**src/rtl/mag_peak_pkg.sv**
```systemverilog
// Shared types for the frame peak detector: accumulator state encoding and
// the result flag record. The full result record is width-dependent and lives in the top.
package mag_peak_pkg;

  typedef enum logic [0:0] {
    ST_IDLE  = 1'b0,
    ST_ACCUM = 1'b1
  } state_e;

  typedef struct packed {
    logic peak_found;
    logic overflow;
    logic len_sat;
  } flags_t;

  localparam int unsigned FLAGS_LEN = $bits(flags_t);

endpackage

```
**src/rtl/mag_peak_hold.sv**
```systemverilog
// Result holding register: holds one result under valid/ready, overwrites on a
// new load and flags the overwrite of an unconsumed result with a one-cycle pulse.
module mag_peak_hold #(
  parameter int unsigned W = 8
) (
  input  logic         clk,
  input  logic         rst,
  input  logic         load,
  input  logic [W-1:0] load_data,
  input  logic         ready,
  output logic         valid,
  output logic [W-1:0] data,
  output logic         dropped
);

  logic         valid_q, valid_d;
  logic         dropped_q, dropped_d;
  logic [W-1:0] data_q, data_d;

  // next-state for the holding register
  always_comb begin
    valid_d   = valid_q;
    data_d    = data_q;
    dropped_d = 1'b0;
    if (load) begin
      valid_d   = 1'b1;
      data_d    = load_data;
      dropped_d = valid_q & ~ready;
    end else if (valid_q && ready) begin
      valid_d = 1'b0;
    end else begin
      valid_d = valid_q;
    end
  end

  // holding register flops
  always_ff @(posedge clk) begin
    if (rst) begin
      valid_q   <= 1'b0;
      data_q    <= {W{1'b0}};
      dropped_q <= 1'b0;
    end else begin
      valid_q   <= valid_d;
      data_q    <= data_d;
      dropped_q <= dropped_d;
    end
  end

  assign valid   = valid_q;
  assign data    = data_q;
  assign dropped = dropped_q;

endmodule

```
**src/rtl/mag_peak_detect.sv**
```systemverilog
// Frame peak detector: tracks max magnitude-squared and its first index per
// tlast-delimited frame, and hands one registered result per frame to the holder.
module mag_peak_detect
  import mag_peak_pkg::*;
#(
  parameter int unsigned DATA_LEN  = 64,
  parameter int unsigned TUSER_LEN = 32,
  parameter int unsigned INDEX_LEN = 16
) (
  input  logic                 clk,
  input  logic                 rst,
  input  logic [DATA_LEN-1:0]  mag_data,
  input  logic                 mag_tvalid,
  input  logic                 mag_tlast,
  input  logic [TUSER_LEN-1:0] mag_tuser,
  input  logic                 mag_overflow,
  input  logic [DATA_LEN-1:0]  threshold,
  output logic [DATA_LEN-1:0]  peak_value,
  output logic [INDEX_LEN-1:0] peak_index,
  output logic [INDEX_LEN-1:0] frame_len,
  output logic [TUSER_LEN-1:0] frame_tuser,
  output logic                 peak_found,
  output logic                 frame_overflow,
  output logic                 len_sat,
  output logic                 result_tvalid,
  input  logic                 result_tready,
  output logic                 result_dropped
);

  typedef struct packed {
    logic [DATA_LEN-1:0]  value;
    logic [INDEX_LEN-1:0] index;
    logic [INDEX_LEN-1:0] len;
    logic [TUSER_LEN-1:0] tuser;
    flags_t               flags;
  } result_t;

  localparam int unsigned          RES_LEN = $bits(result_t);
  localparam logic [INDEX_LEN-1:0] CNT_MAX = {INDEX_LEN{1'b1}};
  localparam logic [INDEX_LEN-1:0] CNT_ONE = INDEX_LEN'(1'b1);

  state_e               state_q, state_d;
  logic [DATA_LEN-1:0]  max_q, max_d;
  logic [DATA_LEN-1:0]  thr_q, thr_d;
  logic [INDEX_LEN-1:0] idx_q, idx_d;
  logic [INDEX_LEN-1:0] cnt_q, cnt_d;
  logic [TUSER_LEN-1:0] tuser_q, tuser_d;
  logic                 ovf_q, ovf_d;
  logic                 sat_q, sat_d;
  logic                 finish_s;
  result_t              res_s;
  result_t              res_out_s;

  // accumulator next-state; the result is built from the *_d values so it includes the tlast sample
  always_comb begin
    state_d  = state_q;
    max_d    = max_q;
    thr_d    = thr_q;
    idx_d    = idx_q;
    cnt_d    = cnt_q;
    tuser_d  = tuser_q;
    ovf_d    = ovf_q;
    sat_d    = sat_q;
    finish_s = 1'b0;
    if (mag_tvalid) begin
      case (state_q)
        ST_IDLE: begin
          max_d   = mag_data;
          idx_d   = {INDEX_LEN{1'b0}};
          cnt_d   = CNT_ONE;
          tuser_d = mag_tuser;
          thr_d   = threshold;
          ovf_d   = mag_overflow;
          sat_d   = 1'b0;
        end
        ST_ACCUM: begin
          // cnt_q is this sample's index; once saturated it also clamps max_idx
          if (mag_data > max_q) begin
            max_d = mag_data;
            idx_d = cnt_q;
          end else begin
            max_d = max_q;
            idx_d = idx_q;
          end
          if (cnt_q == CNT_MAX) begin
            sat_d = 1'b1;
          end else begin
            cnt_d = cnt_q + CNT_ONE;
          end
          ovf_d = ovf_q | mag_overflow;
        end
        default: begin
          max_d = max_q;
        end
      endcase
      finish_s = mag_tlast;
      state_d  = mag_tlast ? ST_IDLE : ST_ACCUM;
    end else begin
      finish_s = 1'b0;
    end
  end

  assign res_s.value            = max_d;
  assign res_s.index            = idx_d;
  assign res_s.len              = cnt_d;
  assign res_s.tuser            = tuser_d;
  assign res_s.flags.peak_found = (max_d > thr_d);
  assign res_s.flags.overflow   = ovf_d;
  assign res_s.flags.len_sat    = sat_d;

  // accumulator flops
  always_ff @(posedge clk) begin
    if (rst) begin
      state_q <= ST_IDLE;
      max_q   <= {DATA_LEN{1'b0}};
      thr_q   <= {DATA_LEN{1'b0}};
      idx_q   <= {INDEX_LEN{1'b0}};
      cnt_q   <= {INDEX_LEN{1'b0}};
      tuser_q <= {TUSER_LEN{1'b0}};
      ovf_q   <= 1'b0;
      sat_q   <= 1'b0;
    end else begin
      state_q <= state_d;
      max_q   <= max_d;
      thr_q   <= thr_d;
      idx_q   <= idx_d;
      cnt_q   <= cnt_d;
      tuser_q <= tuser_d;
      ovf_q   <= ovf_d;
      sat_q   <= sat_d;
    end
  end

  mag_peak_hold #(
    .W (RES_LEN)
  ) u_hold (
    .clk       (clk),
    .rst       (rst),
    .load      (finish_s),
    .load_data (res_s),
    .ready     (result_tready),
    .valid     (result_tvalid),
    .data      (res_out_s),
    .dropped   (result_dropped)
  );

  assign peak_value     = res_out_s.value;
  assign peak_index     = res_out_s.index;
  assign frame_len      = res_out_s.len;
  assign frame_tuser    = res_out_s.tuser;
  assign peak_found     = res_out_s.flags.peak_found;
  assign frame_overflow = res_out_s.flags.overflow;
  assign len_sat        = res_out_s.flags.len_sat;

endmodule

```
**config.mk**
```make
export PLATFORM = sky130hd
export DESIGN_NAME = mag_peak_detect
export DESIGN_NICKNAME = d
export VERILOG_FILES = /design/src/rtl/mag_peak_pkg.sv /design/src/rtl/mag_peak_hold.sv /design/src/rtl/mag_peak_detect.sv
export SDC_FILE = /design/constraint.sdc
export NUM_CORES = 1
export LEC_CHECK = 0
export BUFFER_PORTS_ARGS = -buffer_cell sky130_fd_sc_hd__buf_2
export CAP_MARGIN = 20
export CORE_MARGIN = 3
export CORE_UTILIZATION = 45
export CTS_CLUSTER_DIAMETER = 100
export CTS_CLUSTER_SIZE = 14
export DETAILED_ROUTE_END_ITERATION = 16
export PLACE_DENSITY = 0.67
export SLEW_MARGIN = 10
export SYNTH_ARGS = -nofsm -noshare
export SYNTH_HDL_FRONTEND = slang
export SYNTH_SLANG_ARGS = --single-unit
export TNS_END_PERCENT = 50
```
**constraint.sdc**
```tcl
create_clock -name clk -period 5.65 [get_ports clk]
set_input_delay 0.2825 -clock clk [delete_from_list [all_inputs] [get_ports clk]]
set_output_delay 0.2825 -clock clk [all_outputs]
set_load 0.01 [all_outputs]
```
==> flow_summary.json, run 1 <==
{
  "gp_congestion": 0.834,
  "stdcell_area_sq_um": 20100,
  "grt_start_max_net_pins": 102,
  "worst_margin_pin_slew_ns": 1.01,
  "number_of_distinct_standard_cells_referenced_by_the_synthesized_netlist": 49,
  "drt_iter0_markers": 965,
  "cap_violations": 0,
  "startpoint_class_of_the_critical_path": "primary input",
  "clock_skew_ns": 0.0162,
  "route.detailed.wl_per_inst_um": 18.4,
  "final_routed_wirelength_um": 48600,
  "yosys-top-cells-area": "sky130_fd_sc_hd__dfxtp_1, sky130_fd_sc_hd__mux2i_1, sky130_fd_sc_hd__ha_1",
  "detail_route.first_pass.iterations": 6,
  "cp_slowest_stage_delay_ns": 0.60,
  "post_drt_via_cell_ratio": 5.54,
  "overall_power_mw": 5.43,
  "postRouteAntennaNets": 0,
  "status": "finished, final reports clean",
  "critical_path.max_fanout": 12,
  "layout_min_cycle_time_ns": 5.25,
  "ys.warnings.count": 0,
  "post-place-ws_ns": -0.0895,
  "cp.buffers_inverters": 3,
  "yosys.area_share.xor_xnor_pct": 0.627,
  "timing.slew.headroom_pct": 32.8,
  "synthDominantCellAreaShare_pct": 39.2,
  "worst_hold_check_slack_ns": 0.0204,
  "timing.critical_path.required_ns": 6.07,
  "floorplan.die.height_um": 199,
  "final_max_slew_viol_count": 0,
  "dr_total_vias": 14600,
  "leakagePower_nw": 8.74,
  "rows": 70,
  "clock-root-buffer": "sky130_fd_sc_hd__clkbuf_16",
  "worst_path_max_delay_cell": "sky130_fd_sc_hd__or4_1",
  "grt_usage_pct": 23.2,
  "synth-seq-area-share_pct": 39.2,
  "layout-drive-gt1-share_pct": 19.7,
  "finalSetupViolCount": 0,
  "initial_utilization_pct": 45.8,
  "fillerInstances": 3343,
  "synth_simple_gate_area_share_pct": 18.3,
  "syn-cell-area_sq_um": 16800,
  "postSynth.asyncResetShare_pct": 0,
  "cts_made_buffers": 27,
  "tritoncts": "yes",
  "timing_hold_violations_final": 0,
  "clock_sink_count": 328,
  "finish.net_count": 2462,
  "cts.reportedPaths.clkPinSlew_ns": 0.07,
  "worstSetupPathDepth": 19,
  "first_global_vias": 14100,
  "clk_latency_ns": 0.56,
  "port_buffers": 298,
  "worst_slack_ns": 0.402,
  "irDropWorstVdd_uv": 207,
  "tns_ns": 0,
  "detailed_place_hpwl_um": 33300,
  "dominant_combinational_cell_family_by_area_after_synthesis": "simple AND/OR/NAND/NOR gates",
  "syn_nets": 2156,
  "min_delay_path_depth": 3,
  "finalCritPeriodShare_pct": 92.9,
  "setup_repair_after_global_routing_missed_its_margin": "false",
  "placeableCoreArea_sq_um": 36600,
  "standard_cell_area_after_detailed_placement_sq_um": 18500,
  "io_pins": 299,
  "ctsLongestPathBuffers": 3,
  "reg2reg_depth": 18,
  "area.sequential_sq_um": 6570,
  "timing_limited_maximum_frequency_mhz": 191,
  "multi_input_area_sq_um": 9450,
  "synth_edf_count": 0,
  "antenna_found_initial": 3,
  "synth_top_area_cell": "sky130_fd_sc_hd__dfxtp_1",
  "postSynthRegisterBits": 328,
  "crit_family": "simple AND/OR/NAND/NOR gates",
  "synth_fa_ha_area_share_pct": 9.63,
  "power_density_nw_per_um2": 270,
  "cp_cell_sequence": "dlygate4sd3_1, buf_2, ha_1, nand4_1, or3_1, or4_1, o22a_1, a21oi_4, a21bo_2, mux2_2, ha_1, nand4_1, nor4_1, buf_4, nand2_1, nor4_1, a21oi_1, a21oi_1, a41oi_1",
  "crit_arrival_ns": 5.67,
  "muxShareOfSynthArea_pct": 14.5,
  "grt_pass1_wl_um": 75000,
  "gr-total-overflow": 0,
  "area_fraction_in_compound_gates_after_synthesis_pct": 12.9,
  "yosys_most_used_dff": "sky130_fd_sc_hd__dfxtp_1",
  "holdCritPathClass": "in2reg",
  "category_of_the_worst_setup_path_capture_point": "flop",
  "die_width_um": 199,
  "h-tree-depth": 1,
  "synth.avg_cell_area_sq_um": 9.00,
  "drt_drc_violations_left": 0,
  "syn_inst": 1861,
  "layout-area-overhead-vs-synth_pct": 19.9,
  "die_area_sq_um": 39600,
  "critical_path_class": "in2reg"
}
==> worst paths after layout <==
kind         slack, ns             from               to
max               0.40     mag_data[63]   u_hold.data[2]
min               0.02    threshold[10]        thr_q[10]
max reg2reg       0.42        max_q[55]   u_hold.data[2]
min reg2reg       0.45  u_hold.data[50]  u_hold.data[50]
==> sequential cells by signal, indices dropped and copies added, names as in the netlist <==
name / cells
cnt_q: 16
idx_q: 16
max_q: 64
ovf_q: 1
sat_q: 1
state_q: 1
thr_q: 64
tuser_q: 32
u_hold.data: 131
u_hold.dropped: 1
u_hold.valid: 1
==> stage by stage <==
step | util (%) | std cells
finish | 54.9 | 2640
global route | 54.8 | 2636
CTS | 54.6 | 2629
detailed placement | 50.5 | 2523
global placement | 50.5 | 2523
floorplan | - | 1861
==> Yosys cell counts, types with 3 or more instances <==
master                       n
sky130_fd_sc_hd__and3_1      4
sky130_fd_sc_hd__a22oi_1    65
sky130_fd_sc_hd__a221oi_1    4
sky130_fd_sc_hd__nand3_1    89
sky130_fd_sc_hd__or3_1       4
sky130_fd_sc_hd__xnor2_1     5
sky130_fd_sc_hd__ha_1      129
sky130_fd_sc_hd__clkbuf_1   89
sky130_fd_sc_hd__o211ai_1   74
sky130_fd_sc_hd__nor3_1     10
sky130_fd_sc_hd__a21oi_1    49
sky130_fd_sc_hd__o21a_1      6
sky130_fd_sc_hd__nand2b_1  140
sky130_fd_sc_hd__a21o_1     19
sky130_fd_sc_hd__nor4_1      4
sky130_fd_sc_hd__nor2b_1     5
sky130_fd_sc_hd__nand4_1    46
sky130_fd_sc_hd__and4_1      3
sky130_fd_sc_hd__nor2_1    132
sky130_fd_sc_hd__nand2_1   183
sky130_fd_sc_hd__buf_1       6
sky130_fd_sc_hd__buf_2      17
sky130_fd_sc_hd__dfxtp_1   328
sky130_fd_sc_hd__xor2_1      7
sky130_fd_sc_hd__inv_1      70
sky130_fd_sc_hd__a31oi_1     8
sky130_fd_sc_hd__mux2i_1   171
sky130_fd_sc_hd__a211oi_1    9
sky130_fd_sc_hd__buf_4       8
sky130_fd_sc_hd__buf_6       4
sky130_fd_sc_hd__o21ai_0    83
sky130_fd_sc_hd__nand3b_1    8
sky130_fd_sc_hd__mux2_2     64
==> power breakdown <==
group          total (mW)  internal (mW)  switching, mW
clock network        1.69          0.851          0.843
registers            2.54           2.45         0.0857
logic                1.20          0.531          0.667
total                5.43           3.83           1.60
==> area by class of cell <==
cell class,count,share of cell area [%]
Multi-Input combinational cell,1341,47.1
Tap cell,468,2.92
Clock inverter,2,0.143
Sequential cell,328,32.7
Clock buffer,27,3.36
Inverter,70,1.31
Antenna cell,5,0.0623
Timing Repair Buffer,399,12.4
==> kinds of logic (layout without fill, tap and decap cells) <==
| kind of cell | Yosys count | in the layout |
|---|---|---|
| simple gates | 633 | 633 |
| compound gates | 330 | 332 |
| flops | 328 | 328 |
| mux | 235 | 235 |
| buf+inv | 194 | 498 |
| fa+ha+maj | 129 | 129 |
| xor+xnor | 12 | 12 |
| other cells | 0 | 5 |
==> cell usage in the layout, fill, tap and decap left out, drive strengths merged, types with 5 or more instances in the layout <==
cell / Yosys / routed
ha: 129 / 129
nand2: 183 / 183
a21oi: 50 / 50
clkbuf: 89 / 28
a31oi: 8 / 8
diode: 0 / 5
o21a: 6 / 6
a21o: 19 / 19
dfxtp: 328 / 328
xnor2: 5 / 5
nand3b: 8 / 8
xor2: 7 / 7
dlygate4sd3: 0 / 76
nand4: 46 / 46
inv: 70 / 72
nand3: 89 / 89
buf: 35 / 322
nand2b: 140 / 140
nor2: 132 / 132
mux2i: 171 / 171
o211ai: 74 / 74
mux2: 64 / 64
o21ai: 83 / 83
a211oi: 9 / 9
nor3: 10 / 10
nor2b: 5 / 5
a22oi: 65 / 65
==> what timing repair did <==
item | CTS | global route
setup buffers | 0 | 4
hold buffers | 76 | 0
gates cloned | 1 | 2
gates resized for setup | 0 | 3
endpoints found under the hold margin | 84 | 0
endpoints found under the setup margin | 1 | 1
pin swaps | 0 | 0
==> per-layer routing <==
layer | GRT usage [%] | up-vias | routed length, um | part of all wire [%]
met1 | 30.4 | 6915 | 21300 | 44
met5 | 0 | - | 13 | 0.027
met3 | 3.44 | 102 | 2760 | 5.7
met4 | 8.33 | 2 | 1670 | 3.4
met2 | 39.0 | 442 | 22900 | 47
li1 | - | 7172 | - | -
==> worst register-to-register path, stage by stage, from the launching register on <==
cell                      delay (ns)
sky130_fd_sc_hd__dfxtp_1        0.38
sky130_fd_sc_hd__inv_1          0.06
sky130_fd_sc_hd__ha_1           0.30
sky130_fd_sc_hd__nand4_1        0.14
sky130_fd_sc_hd__or3_1          0.42
sky130_fd_sc_hd__or4_1          0.60
sky130_fd_sc_hd__o22a_1         0.26
sky130_fd_sc_hd__a21oi_4        0.26
sky130_fd_sc_hd__a21bo_2        0.42
sky130_fd_sc_hd__mux2_2         0.39
sky130_fd_sc_hd__ha_1           0.30
sky130_fd_sc_hd__nand4_1        0.19
sky130_fd_sc_hd__nor4_1         0.36
sky130_fd_sc_hd__buf_4          0.20
sky130_fd_sc_hd__nand2_1        0.09
sky130_fd_sc_hd__nor4_1         0.35
sky130_fd_sc_hd__a21oi_1        0.12
sky130_fd_sc_hd__a21oi_1        0.16
sky130_fd_sc_hd__a41oi_1        0.07
(Power assumes the default switching activity.)
==> run 2, diff against run 1 <==
Settings changed: CELL_PAD_IN_SITES_DETAIL_PLACEMENT set to 0, CELL_PAD_IN_SITES_GLOBAL_PLACEMENT set to 1, CORE_UTILIZATION 45 to 43, PLACE_DENSITY 0.67 to unset, PLACE_DENSITY_LB_ADDON set to 0.1.
==> run 2 against run 1 <==
Clock power about the same. Via count down 1.9%. Worst hold slack better by 0.0024 ns. Total power about the same. Sequential power about the same. Routed wire length up 1.3%. Cell count up 0.95%. Critical endpoint unchanged.
==> flow_summary.json, run 2 (synthesis gave the netlist of run 1 again) <==
{
  "status": "finished, final reports clean",
  "cts_made_buffers": 27,
  "timing_hold_violations_final": 0,
  "grt_start_max_net_pins": 99,
  "category_of_the_worst_setup_path_capture_point": "flop",
  "route.detailed.wl_per_inst_um": 18.5,
  "detailed_place_hpwl_um": 33900,
  "cp_slowest_stage_delay_ns": 0.59,
  "power_density_nw_per_um2": 271,
  "cts.reportedPaths.clkPinSlew_ns": 0.07,
  "timing.slew.headroom_pct": 32.6,
  "crit_arrival_ns": 5.71,
  "gr-total-overflow": 0,
  "holdCritPathClass": "in2reg",
  "io_pins": 299,
  "post_drt_via_cell_ratio": 5.38,
  "clock-root-buffer": "sky130_fd_sc_hd__clkbuf_16",
  "r2r_end": "u_hold.data[2]",
  "most_frequent_cells_in_the_layout": "sky130_fd_sc_hd__dfxtp_1, sky130_fd_sc_hd__buf_2, sky130_fd_sc_hd__nand2_1",
  "holdCritStartpoint": "threshold[21]",
  "drt_iter0_markers": 731,
  "leakagePower_nw": 8.68,
  "placeableCoreArea_sq_um": 38000,
  "layout-drive-gt1-share_pct": 19.4,
  "layout_min_cycle_time_ns": 5.28,
  "finalCritPeriodShare_pct": 93.5,
  "largest_register_ff_count": 131,
  "tns_ns": 0,
  "die_area_sq_um": 41400,
  "floorplan.die.height_um": 203,
  "multi_input_area_sq_um": 9430,
  "dr_total_vias": 14400,
  "grt_usage_pct": 22.9,
  "antenna_found_initial": 4,
  "timing.critical_path.required_ns": 6.08,
  "cp.buffers_inverters": 2,
  "critical_path.max_fanout": 63,
  "port_buffers": 298,
  "rows": 71,
  "r2r_path_start": "max_q[55]",
  "layout-area-overhead-vs-synth_pct": 19.7,
  "setup_repair_after_global_routing_missed_its_margin": "false",
  "startpoint_class_of_the_critical_path": "flop",
  "reg2reg_slack_ns": 0.37,
  "finalSetupViolCount": 0,
  "postRouteAntennaNets": 0,
  "mostFrequentLayoutCell": "sky130_fd_sc_hd__dfxtp_1",
  "reg2reg_depth": 19,
  "cts.repair_timing.setup_buffer_count": 0,
  "final_max_slew_viol_count": 0,
  "fillerInstances": 3668,
  "holdPathEnd": "thr_q[21]",
  "drt_drc_violations_left": 0,
  "h-tree-depth": 1,
  "first_global_vias": 14100,
  "irDropWorstVdd_uv": 196,
  "clock_sink_count": 328,
  "gp_congestion": 0.816,
  "initial_utilization_pct": 44.1,
  "worst_path_max_delay_cell": "sky130_fd_sc_hd__or4_1",
  "detail_route.first_pass.iterations": 5,
  "cap_violations": 0,
  "ctsLongestPathBuffers": 3,
  "finish.net_count": 2447,
  "timing_limited_maximum_frequency_mhz": 189,
  "worst_margin_pin_slew_ns": 1.01,
  "critical_path_class": "reg2reg",
  "tritoncts": "yes",
  "crit_family": "simple AND/OR/NAND/NOR gates",
  "area.sequential_sq_um": 6570,
  "clk_latency_ns": 0.57,
  "grt_pass1_wl_um": 77500,
  "final_routed_wirelength_um": 49200,
  "min_delay_path_depth": 3,
  "overall_power_mw": 5.42,
  "cp_cell_sequence": "inv_1, ha_1, nand4_1, or3_1, or4_1, o22a_1, a21oi_4, a21bo_4, buf_12, mux2_2, ha_1, and3_1, nand3_1, nor3_1, nand2_1, nor4_1, a21oi_1, a21oi_1, a41oi_1",
  "die_width_um": 203,
  "clock_skew_ns": 0.0280
}
## run 2: worst max path at each step
stage | start | end | slack, ns | cells after the start
after floorplan | max_q[55] | u_hold.data[2] | 1.03 | 20
after global placement | mag_data[27] | u_hold.data[2] | 0.42 | 19
after detailed placement | mag_data[55] | u_hold.data[2] | 0.31 | 19
after CTS | max_q[55] | u_hold.data[2] | 0.29 | 19
after global routing | max_q[55] | u_hold.data[2] | 0.05 | 20
final | max_q[55] | u_hold.data[2] | 0.37 | 19
## run 2: cell type report
type                    count  share of cell area [%]
well taps                 511                    3.19
clock buffers              27                    3.37
diodes                      2                  0.0250
inverters                  70                    1.31
flip-flops and latches    328                    32.8
multi-input cells        1339                    47.0
repair buffers            386                    12.2
clock inverters             2                   0.144
## run 2: where the power goes
group / switching (mW) / internal (mW) / leakage, nW
registers: 0.0844 / 2.45 / 2.69
logic: 0.664 / 0.521 / 5.64
clock network: 0.854 / 0.851 / 0.347
## run 2: per-stage QoR
step	instances	worst slack (ns)	hold slack (ns)	area (sq um)	util [%]
6_report	2665	0.369	0.0228	20000	52.7
5_1_grt	2664	0.0455	0.0156	20000	52.7
4_1_cts	2661	0.286	0.000153	20000	52.6
3_5_place_dp	2560	0.313	0.439	18600	48.8
3_3_place_gp	2560	0.423	0.430	18600	48.8
2_1_floorplan	1861	1.03	0.432	16800	-
## run 2: layer usage
metal  track usage (%)  part of all wire (%)  up-vias
met5                 0                 0.065        -
met4              5.58                   2.4        6
met3              2.94                   4.1       62
met2              39.7                    48      304
met1              30.5                    45     6850
li1                  -                     -     7128
## run 2: timing repair
item,CTS,global route
endpoints found under the setup margin,0,1
resized for setup,0,2
endpoints found under the hold margin,75,0
hold buffers,72,0
## run 2: worst min-delay path: stages
cell,delay (ns)
sky130_fd_sc_hd__buf_2,0.08
sky130_fd_sc_hd__mux2i_1,0.09
sky130_fd_sc_hd__nor2_1,0.09
